### src/rtl/prog_sequencer_pkg.sv
// Shared types and constants for the benchmark program-launch sequencer.
package prog_sequencer_pkg;

  typedef enum logic [2:0] {IDLE, LAUNCH, RUN, GAP, FINISH} seq_state_t;

  localparam int NUM_PROGS_DEFAULT = 3;

  // PRODUCT, STRING MATCH, CLOSEST PAIR; the fourth slot is unused
  localparam logic [7:0] PROG_BASE [4] = '{8'd0, 8'd25, 8'd44, 8'd0};

endpackage

### src/rtl/prog_sequencer_cycle_counter.sv
// Up-counter with synchronous clear and a terminal-match flag; saturates at the terminal value.
module cycle_counter #(
  parameter int CNT_W = 16,
  parameter logic [CNT_W-1:0] TERMINAL = '1
) (
  input  logic             clk,
  input  logic             reset,
  input  logic             clear,
  input  logic             enable,
  output logic [CNT_W-1:0] count,
  output logic             match
);

  assign match = (count == TERMINAL);

  always_ff @(posedge clk or posedge reset) begin
    if (reset)
      count <= '0;
    else if (clear)
      count <= '0;
    else if (enable && !match)
      count <= count + 1'b1;
  end

endmodule

### src/rtl/prog_sequencer.sv
// Launches each benchmark program on the core in turn, times it until halt,
// and flags programs that run past the cycle budget.
//   state  | meaning
//   IDLE   | waiting for go after reset
//   LAUNCH | core_start high, start_pc presented
//   RUN    | core executing, counting cycles until done or budget
//   GAP    | one-cycle spacer before next launch or finish
//   FINISH | all programs complete, results held until next go
module prog_sequencer
  import prog_sequencer_pkg::*;
#(
  parameter int NUM_PROGS    = NUM_PROGS_DEFAULT,
  parameter int START_CYCLES = 2,
  parameter int CNT_W        = 16,
  parameter int TIMEOUT      = 4000
) (
  input  logic                 clk,
  input  logic                 reset,
  input  logic                 go,
  input  logic                 done,
  output logic                 core_start,
  output logic [7:0]           start_pc,
  output logic [1:0]           prog_id,
  output logic                 busy,
  output logic                 done_valid,
  output logic [1:0]           done_prog,
  output logic [CNT_W-1:0]     done_cycles,
  output logic [NUM_PROGS-1:0] timeout,
  output logic                 all_done
);

  localparam int LW = (START_CYCLES > 1) ? $clog2(START_CYCLES) : 1;
  localparam logic [LW-1:0]    LAUNCH_LAST = LW'(START_CYCLES - 1);
  localparam logic [1:0]       LAST_ID     = 2'(NUM_PROGS - 1);
  localparam logic [CNT_W-1:0] RUN_LAST    = CNT_W'(TIMEOUT - 1);

  seq_state_t      state;
  logic [LW-1:0]   launch_cnt;
  logic [CNT_W-1:0] run_cnt;
  logic            run_last;

  // Held clear outside RUN so every program starts counting from zero
  cycle_counter #(
    .CNT_W    (CNT_W),
    .TERMINAL (RUN_LAST)
  ) u_run_cnt (
    .clk    (clk),
    .reset  (reset),
    .clear  (state != RUN),
    .enable (state == RUN),
    .count  (run_cnt),
    .match  (run_last)
  );

  always_ff @(posedge clk or posedge reset) begin
    if (reset) begin
      state       <= IDLE;
      launch_cnt  <= '0;
      core_start  <= 1'b0;
      start_pc    <= '0;
      prog_id     <= '0;
      busy        <= 1'b0;
      done_valid  <= 1'b0;
      done_prog   <= '0;
      done_cycles <= '0;
      timeout     <= '0;
      all_done    <= 1'b0;
    end else begin
      done_valid <= 1'b0;
      case (state)
        IDLE, FINISH: begin
          if (go) begin
            prog_id    <= '0;
            timeout    <= '0;
            all_done   <= 1'b0;
            busy       <= 1'b1;
            core_start <= 1'b1;
            start_pc   <= PROG_BASE[0];
            launch_cnt <= '0;
            state      <= LAUNCH;
          end
        end
        LAUNCH: begin
          if (launch_cnt == LAUNCH_LAST) begin
            core_start <= 1'b0;
            state      <= RUN;
          end else begin
            launch_cnt <= launch_cnt + 1'b1;
          end
        end
        RUN: begin
          // done has priority over an expiring budget in the same cycle
          if (done) begin
            done_cycles <= run_cnt + 1'b1;
            done_prog   <= prog_id;
            done_valid  <= 1'b1;
            state       <= GAP;
          end else if (run_last) begin
            timeout[prog_id] <= 1'b1;
            done_cycles      <= CNT_W'(TIMEOUT);
            done_prog        <= prog_id;
            done_valid       <= 1'b1;
            state            <= GAP;
          end
        end
        GAP: begin
          if (prog_id == LAST_ID) begin
            busy     <= 1'b0;
            all_done <= 1'b1;
            state    <= FINISH;
          end else begin
            prog_id    <= prog_id + 2'd1;
            start_pc   <= PROG_BASE[prog_id + 2'd1];
            core_start <= 1'b1;
            launch_cnt <= '0;
            state      <= LAUNCH;
          end
        end
        default: state <= IDLE;
      endcase
    end
  end

endmodule

### config.mk
export PLATFORM = sky130hd
export DESIGN_NAME = prog_sequencer
export DESIGN_NICKNAME = d
export VERILOG_FILES = /design/src/rtl/prog_sequencer_pkg.sv /design/src/rtl/prog_sequencer_cycle_counter.sv /design/src/rtl/prog_sequencer.sv
export SDC_FILE = /design/constraint.sdc
export NUM_CORES = 1
export LEC_CHECK = 0
export ABC_AREA = 1
export CAP_MARGIN = 20
export CORE_MARGIN = 2
export CORE_UTILIZATION = 35
export CTS_BUF_LIST = sky130_fd_sc_hd__clkbuf_4 sky130_fd_sc_hd__clkbuf_8
export DETAILED_ROUTE_END_ITERATION = 12
export PLACE_DENSITY_LB_ADDON = 0.1
export SLEW_MARGIN = 20
export SYNTH_ARGS = -nofsm -noshare
export SYNTH_HDL_FRONTEND = slang
export SYNTH_SLANG_ARGS = --single-unit
### constraint.sdc
create_clock -name clk -period 3.03 [get_ports clk]
set_input_delay 0.303 -clock clk [delete_from_list [all_inputs] [get_ports clk]]
set_output_delay 0.303 -clock clk [all_outputs]
set_load 0.02 [all_outputs]
Word-level counts from Yosys, hierarchy flattened
Cells that the tools add are included.
{ "word_totals": {"ff_bits": 55, "output_inout_bits": 35, "word_cells": 93} }
{ "op_classes": {"n_addsub": 3, "n_lt_le_gt_ge": 3, "n_eq_ne": 14, "mux": 42, "n_bitwise": 2, "n_reduce_logical": 17} }
{ "ops": {"columns": ["operator", "n"], "rows": [
  ["$mux W16", 4],
  ["$mux W8", 4],
  ["$mux W3", 8],
  ["$add A16 B1 Y16 const B", 1],
  ["$bmux W8 S2", 1],
  ["$eq A16 B12 Y1 const B", 1],
  ["$pmux W8 S2", 1],
  ["$mux W1", 12],
  ["$ne A2 B2 Y1 const B", 6],
  ["$pmux W3 S4", 1],
  ["$reduce_and A3 Y1", 4],
  ["$mux W2", 4],
  ["$reduce_and A4 Y1", 2],
  ["$reduce_bool A2 Y1", 4],
  ["$eq A3 B2 Y1 const B", 2],
  ["$pmux W1 S3", 2],
  ["$pmux W3 S2", 1],
  ["$pmux W1 S2", 2],
  ["$pmux W2 S2", 1],
  ["$eq A3 B1 Y1 const B", 1],
  ["$eq A3 B3 Y1 const B", 1],
  ["$ge A3 B3 Y1 const B", 1],
  ["$logic_not A3 Y1", 1],
  ["$lt A2 B3 Y1 const B", 1],
  ["14 further kinds", 15]
]} }

Longest topological paths before layout
Gate-level depths: netlist (run 1).
{ "depth": {"word_depth": 8, "depth_mapped": 9} }

Hierarchy
Synthesis (run 1) repeated with hierarchy kept, for this count alone.
{ "hier_totals": {"hier_cells": 403, "hier_area_um2": 2975.4} }
{ "modules_own_cells": {"columns": ["mod", "n_inst", "cells_per_inst", "area_each_um2"], "rows": [
  ["prog_sequencer", 1, 249, 1920.6],
  ["cycle_counter", 1, 154, 1054.8]
]} }

Worst setup path after synthesis (run 1)
No wires, ideal clock.
{ "synth_path": {"path_kind": "register -> register", "from": "reg u_run_cnt.count[0]", "to": "reg done_cycles[5]", "setup_ns": 0.119, "arrival_ns": 1.312, "t_required_ns": 2.911, "slack_ns": 1.599, "path_stages_with_launch": 8, "n_path_buf": 1, "path_cell_list": "dfrtp_1 -> ha_1 -> nand3_4 -> nor2_4 -> nand3_4 -> nand2_4 -> buf_8 -> o21a_1"} }
{ "synth_between": {"elab_chain_cells": 3, "elab_cells_between_ends": 5, "classes_between": "add/sub (1); eq/ne (1); mux (1); reduce/logical (2)"} }
{ "synth_lines": {"columns": ["item", "line", "source"], "rows": [
  ["start: declaration", "prog_sequencer_cycle_counter.sv:10", "output logic [CNT_W-1:0] count,"],
  ["start signal: assignment", "prog_sequencer_cycle_counter.sv:22", "count <= count + 1'b1;"],
  ["branches (longest 3 deep; another with $add A16 B1 Y16)", null, null],
  ["end signal: assignment", "prog_sequencer.sv:94", "done_cycles <= run_cnt + 1'b1;"],
  ["end signal: assignment", "prog_sequencer.sv:100", "done_cycles <= CNT_W'(TIMEOUT);"],
  ["end: declaration", "prog_sequencer.sv:27", "output logic [CNT_W-1:0] done_cycles,"]
]} }
Parallel ways; which one is timed is not known.
A chain may end at the register's enable or synchronous reset.

Worst setup path in the final report (run 1)
{ "layout_path": {"from": "reg state[0]", "to": "reg done_cycles[14]"} }
{ "layout_between": {"elab_chain_cells": 2} }
{ "layout_lines": {"columns": ["item", "line", "source"], "rows": [
  ["start: declaration", "prog_sequencer.sv:37", "seq_state_t state;"],
  ["start signal: assignment", "prog_sequencer.sv:57", "state <= IDLE;"],
  ["start signal: assignment", "prog_sequencer.sv:80", "state <= LAUNCH;"],
  ["start signal: assignment", "prog_sequencer.sv:86", "state <= RUN;"],
  ["$eq A3 B2 Y1", "prog_sequencer.sv:70", "case (state)"],
  ["$reduce_and A2 Y1 (no line)", null, null]
]} }
No other way between the ends.

==> results.md, run 1 <==
- PostCTS Resize Cnt: 0
- Initial core utilization: 0.365
- Adder-Cell Fraction of Synth Area: 0.0250
- Number of max-cap violations: 0
- Routed length on met1: 2820 um
- Die width: 88.6 um
- Placer congestion estimate: 0.762
- Tot GR Track Use: 0.156
- Worst EP arrival: 2.01 ns
- Post-synthesis xor/xnor area fraction: 0.0210
- Number of buffers added on ports: 35
- Fin. Hold Viols: 0
- Avg WL per Cell: 12.6 um
- Clk sinks: 50
- Die height: 88.6 um
- Seq/Total Area, Yosys: 0.500
- Internal: 1.52 mW
- Met3 routed WL: 202 um
- Synthesized area: 2500 sq um
- Synth Register Bits: 50
- Seq pwr share: 0.387
- Final Power: 2.48 mW
- Simple-gate share of the synthesized area: 0.288
- Fin crit share: 0.599
- Detail Route Antenna Nets: 0
- CORE AREA: 6870 sq um
- Nets@finish: 345
- CTS Hold Bufs: 0
- Top sig layer: met4
- Combinational family with the most area after synthesis: simple AND/OR/NAND/NOR gates
- Compound-Gate Fraction of Synth Area: 0.0744
- CTS tree: done
- Global route total overflow: 0
- Post-DP HPWL: 3880 um
- Initial antenna violation count: 0
- Max VDD drop: 438 uV
- Largest net degree at the start of global routing: 51
- Ports: 39
- Share of cells above drive strength 1: 0.0831
- RSZ-0062 raised after global routing: no
- Max_slew headroom: 0.571
- Net switching fraction of the power: 0.386
- Vias in the first global route: 1,977
- Clk slew on worst S/H paths: 0.10 ns
- Critical path class: reg2reg
- Critical Path RT: 3.23 ns
- Worst-Margin Slew: 0.643 ns
- First-pass GRT wire length: 9400 um
- Critical path peak fanout: 18
- PwrDens: 816 nW/um^2
- Die area: 7850 sq um
- Setup bufs post-CTS: 0
- Most common cell after layout, fill and taps aside: nand2_1
- Cell variety after synth: 30
- Max frequency: 551 MHz
- Status: complete, no violations
- NetSw: 0.958 mW
- Vias/cell: 4.60
- Gate power share: 0.418
- Later-pin clock latency in the skew report: 0.31 ns
- Area added between synthesis and finish: 21.4%
- First-pass detailed-route iteration total: 4
- Row Count: 30
- Num CTS Buffers: 5
- Multiplexer area fraction after synthesis: 0
- 1st-iter DRT viols: 91
- Final Slew Violations: 0
- Leak pwr: 1.44 nW
- Synth Warn #: 0
- Clock skew: 0.0120 ns
- Total number of vias: 1,993
- H-tree levels: 2
- Synthesized instance count: 299
- Most frequent cells in the layout: nand2_1 (77), dfrtp_1 (50), inv_1 (37), clkdlybuf4s50_1 (35), nor2_1 (34)
- Root buf cell: clkbuf_8
- Drt drc: 0
- Final setup TNS: 0 ns
- Tmin final: 1.82 ns
- Final setup fails: 0
- DR WL met2: 2370 um
- Hold Crit Class: in2async
- CP startpoint kind: flip-flop
- Antenna cells: 0
- WL final: 5460 um
- Crit. End Element: flip-flop
- Clock Power Share: 0.195
- Clk buf depth: 2
- Mapped Avg Cell Area: 8.38 sq um
==> power groups by stage <==
stage | registers (mW) | logic [mW] | clock network (mW)
final | 0.959 | 1.04 | 0.484
after global routing | 0.983 | 1.15 | 0.526
after CTS | 0.962 | 1.05 | 0.500
after detailed placement | 0.970 | 1.05 | 0
after global placement | 0.975 | 1.05 | 0
after floorplan | 1.11 | 0.496 | 0
==> metrics by stage <==
stage	hold slack [ns]	cells	cell area, sq um	util	setup slack, ns
2_1_floorplan	0.439	301	2510	-	1.53
4_1_cts	0.489	433	3040	0.443	1.18
3_5_place_dp	0.461	425	2930	0.426	1.11
5_1_grt	0.506	433	3040	0.443	0.990
3_3_place_gp	0.462	425	2930	0.426	1.17
6_report	0.468	433	3040	0.443	1.21
==> worst max-delay path: stages, from the launching register on <==
cell	delay (ns)
dfrtp_1	0.43
nor2_2	0.16
nand2_4	0.17
nor2_4	0.36
inv_4	0.13
nand2_4	0.18
inv_1	0.14
nand2_1	0.08
nand2_1	0.05
==> per-layer routing <==
metal  vias up  track usage
met5         -            0
met4         0       0.0441
met3         6       0.0364
met2        41        0.239
met1       937        0.221
li1       1009            -
==> synth_stat cells <==
master,count,area [sq um]
dfrtp_1,50,1250
nor2_1,34,128
nand2_1,77,289
inv_1,38,143
nand3b_1,7,52.6
o21ai_0,13,65.1
conb_1,1,3.75
buf_8,1,15.0
nor2_2,4,25.0
o21a_1,3,22.5
inv_4,2,12.5
a21oi_1,7,35.0
buf_1,1,3.75
nand3_1,20,100
and2_1,2,12.5
o22ai_1,6,37.5
inv_2,2,7.51
o211ai_1,1,7.51
xor2_1,4,35.0
nand2_4,2,22.5
o21bai_1,1,7.51
nand3_4,2,35.0
o21bai_2,1,11.3
nand2_2,2,12.5
nand3_2,1,10.0
nand4_1,2,12.5
nor2_4,2,22.5
ha_1,5,62.6
xnor2_1,2,17.5
buf_4,6,45.0
==> path summary, 6_finish.rpt <==
check / from / end / slack (ns) / depth (start not counted)
max: state[0] / done_cycles[14] / 1.21 / 8
min: reset / done_prog[0] / 0.47 / 3
max reg2reg: state[0] / done_cycles[14] / 1.21 / 8
min reg2reg: done_prog[1] / done_prog[1] / 0.48 / 2
max in group asynchronous: reset / done_cycles[11] / 2.12 / 3
min in group clk: done_prog[1] / done_prog[1] / 0.48 / 2
==> registers in the layout, summed over array words and instances, names as in the netlist <==
| signal | cells |
|---|---|
| start_pc | 3 |
| state | 3 |
| u_run_cnt.count | 16 |
| done_valid | 1 |
| launch_cnt | 1 |
| done_prog | 2 |
| busy | 1 |
| done_cycles | 16 |
| prog_id | 2 |
| timeout | 3 |
| core_start | 1 |
| all_done | 1 |
==> cell families after synthesis <==
logic type	after synthesis
AND/OR/NAND/NOR	155
buffers and inverters	50
flip-flops	50
AO/OA/AOI/OAI	32
XOR/XNOR	6
adder cells (fa/ha/maj)	5
other	1
==> layout make-up <==
cell class	instances	area, sq um
Fill cell	703	3830
Sequential cell	50	1250
Multi-Input combinational cell	201	1030
Timing Repair Buffer	36	358
Inverter	42	163
Tap cell	96	120
Clock buffer	6	76.3
Clock inverter	2	37.5
Power figures use the tool's default switching activity.
==> run 2: changes to the inputs <==
- clock period: 3.03 -> 1.6 ns (I/O delays scaled with it)
==> results.md, run 2 (synthesis gave the netlist of run 1 again) <==
- Status: complete, no violations (unchanged)
- Pre-CTS WS: 0.0811 ns (was 1.11 ns)
- Global route total overflow: 0 (unchanged)
- Worst-Margin Slew: 0.533 ns (was 0.643 ns)
- Post-DP HPWL: 4100 um (was 3880 um)
- Drt drc: 0 (unchanged)
- Largest net degree at the start of global routing: 21 (was 51)
- NetSw: 1.81 mW (was 0.958 mW)
- CORE AREA: 6870 sq um (unchanged)
- Leak pwr: 1.51 nW (was 1.44 nW)
- Worst EP arrival: 1.35 ns (was 2.01 ns)
- Vias in the first global route: 1,915 (was 1,977)
- Net switching fraction of the power: 0.393 (was 0.386)
- Max frequency: 663 MHz
- Initial core utilization: 0.365 (unchanged)
- CTS tree: done (unchanged)
- CP max stage delay: 0.63 ns (was 0.43 ns)
- Die area: 7850 sq um (unchanged)
- Num CTS Buffers: 5 (unchanged)
- Gate power share: 0.455 (was 0.418)
- Seq pwr share: 0.386 (was 0.387)
- Row Count: 30 (unchanged)
- Clock skew: 0.00813 ns (was 0.0120 ns)
- CP startpoint kind: flip-flop (unchanged)
- Worst setup margin: 0.0923 ns (was 1.21 ns)
- Critical path peak fanout: 4 (was 18)
- Detail Route Antenna Nets: 0 (unchanged)
- Placer congestion estimate: 0.810 (was 0.762)
- Critical-path cell list: clkdlybuf4s50_1 (was nor2_2 -> nand2_4 -> nor2_4 -> inv_4 -> nand2_4 -> inv_1 -> nand2_1 -> nand2_1)
- Tot GR Track Use: 0.154 (was 0.156)
- Clock Power Share: 0.159 (was 0.195)
- Fin crit share: 0.942
- H-tree levels: 2 (unchanged)
- Clk slew on worst S/H paths: 0.09 ns (was 0.10 ns)
- First-pass GRT wire length: 9230 um (was 9400 um)
- Fin. Hold Viols: 0 (unchanged)
- Final Slew Violations: 0 (unchanged)
- Most common cell after layout, fill and taps aside: nand2_1 (unchanged)
- Critical Path RT: 1.44 ns (was 3.23 ns)
- Total number of vias: 2,006 (was 1,993)
- Hold Crit Class: in2async (unchanged)
- Critical path class: reg2out (was reg2reg)
- Crit-path leading delay family: buffers and inverters (was simple AND/OR/NAND/NOR gates)
- Die height: 88.6 um (unchanged)
- Root buf cell: clkbuf_8 (unchanged)
- Top flop regs: done_cycles x16, u_run_cnt.count x16 (unchanged)
- Hold WS: 0.146 ns (was 0.468 ns)
- Internal: 2.80 mW (was 1.52 mW)
- Final Non-Filler Cells: 447 (was 433)
- Clk sinks: 50 (unchanged)
- Later-pin clock latency in the skew report: 0.30 ns (was 0.31 ns)
- WL final: 5400 um (was 5460 um)
- Crit. End Element: output port (was flip-flop)
- Number of buffers added on ports: 35 (unchanged)
- Critical Path Slowest Stage Cell: clkdlybuf4s50_1 (was dfrtp_1)
- RSZ-0062 raised after global routing: no (unchanged)
- 1st-iter DRT viols: 96 (was 91)
- Avg WL per Cell: 12.1 um (was 12.6 um)
- First-pass detailed-route iteration total: 4 (unchanged)
- Area added between synthesis and finish: 26.3% (was 21.4%)
- Max VDD drop: 1010 uV (was 438 uV)
- Clk buf depth: 2 (unchanged)
- PwrDens: 1460 nW/um^2 (was 816 nW/um^2)
- Most frequent cells in the layout: nand2_1 (76), dfrtp_1 (50), inv_1 (36), clkdlybuf4s50_1 (34), nor2_1 (33) (was nand2_1 (77), dfrtp_1 (50), inv_1 (37), clkdlybuf4s50_1 (35), nor2_1 (34))
- Number of max-cap violations: 0 (unchanged)
- Final setup TNS: 0 ns (unchanged)
- Nets@finish: 360 (was 345)
- Initial antenna violation count: 0 (unchanged)
- CTS Hold Bufs: 0 (unchanged)
- Vias/cell: 4.49 (was 4.60)
- Tmin final: 1.51 ns
- Antenna cells: 0 (unchanged)
- Final setup fails: 0 (unchanged)
- Share of cells above drive strength 1: 0.134 (was 0.0831)
- Max_slew headroom: 0.641 (was 0.571)
- DP Cell Count: 435 (was 425)
- Die width: 88.6 um (unchanged)
- Crit path buffers/inverters: 1 (was 2)
- Ports: 39 (unchanged)
## run 2: metrics by stage
stage / util / total power [mW] / cell area, sq um
6_report: 0.460 / 4.62 / 3160
5_1_grt: 0.460 / 4.96 / 3160
4_1_cts: 0.451 / 4.66 / 3100
3_5_place_dp: 0.439 / 3.90 / 3010
3_3_place_gp: 0.439 / 3.91 / 3010
2_1_floorplan: - / 3.05 / 2510
## run 2: layout make-up
type / count / area (sq um)
multi-input cells: 201 / 1060
clock inverters: 1 / 7.51
repair buffers: 51 / 485
well taps: 96 / 120
clock buffers: 6 / 76.3
inverters: 42 / 166
flip-flops and latches: 50 / 1250
fillers: 699 / 3710
## run 2: metal layers
| metal | part of all wire | vias to the layer above | routed length, um | GRT usage |
|---|---|---|---|---|
| met4 | 0.011 | 0 | 61 | 0.0399 |
| met2 | 0.43 | 34 | 2340 | 0.235 |
| li1 | - | 1028 | - | - |
| met3 | 0.033 | 6 | 180 | 0.0364 |
| met5 | 0 | - | 0 | 0 |
| met1 | 0.52 | 938 | 2820 | 0.222 |
## run 2: worst register-to-register path, stage by stage, from the launching register on
cell and delay [ns]:
dfrtp_1 0.39, ha_2 0.22, nand3_4 0.11, nor2_4 0.13
nand3_4 0.13, nand2_8 0.13, clkinvlp_4 0.15, nand2_1 0.09
nand2_1 0.05
## run 2: path summary, 6_finish.rpt
check	start	endpoint	slack (ns)	depth (start not counted)
setup / recovery	prog_id[1]	prog_id[1]	0.09	1
setup reg to reg	u_run_cnt.count[1]	done_cycles[12]	0.11	8
hold reg to reg	busy	busy	0.48	2
max in group asynchronous	reset	state[1]	0.98	3
hold / removal	reset	done_cycles[13]	0.15	2
min in group clk	go	busy	0.45	3
## run 2: what timing repair did
action	CTS	global route
setup buffers	0	5
endpoints found under the setup margin	0	10
resized for setup	0	7
## run 2: power groups by stage
stage	Sequential (mW)	Combinational [mW]	Clock (mW)
5_1_grt	1.83	2.31	0.819
6_report	1.78	2.10	0.735
2_1_floorplan	2.11	0.939	0
4_1_cts	1.79	2.11	0.763
3_3_place_gp	1.81	2.10	0
3_5_place_dp	1.81	2.09	0
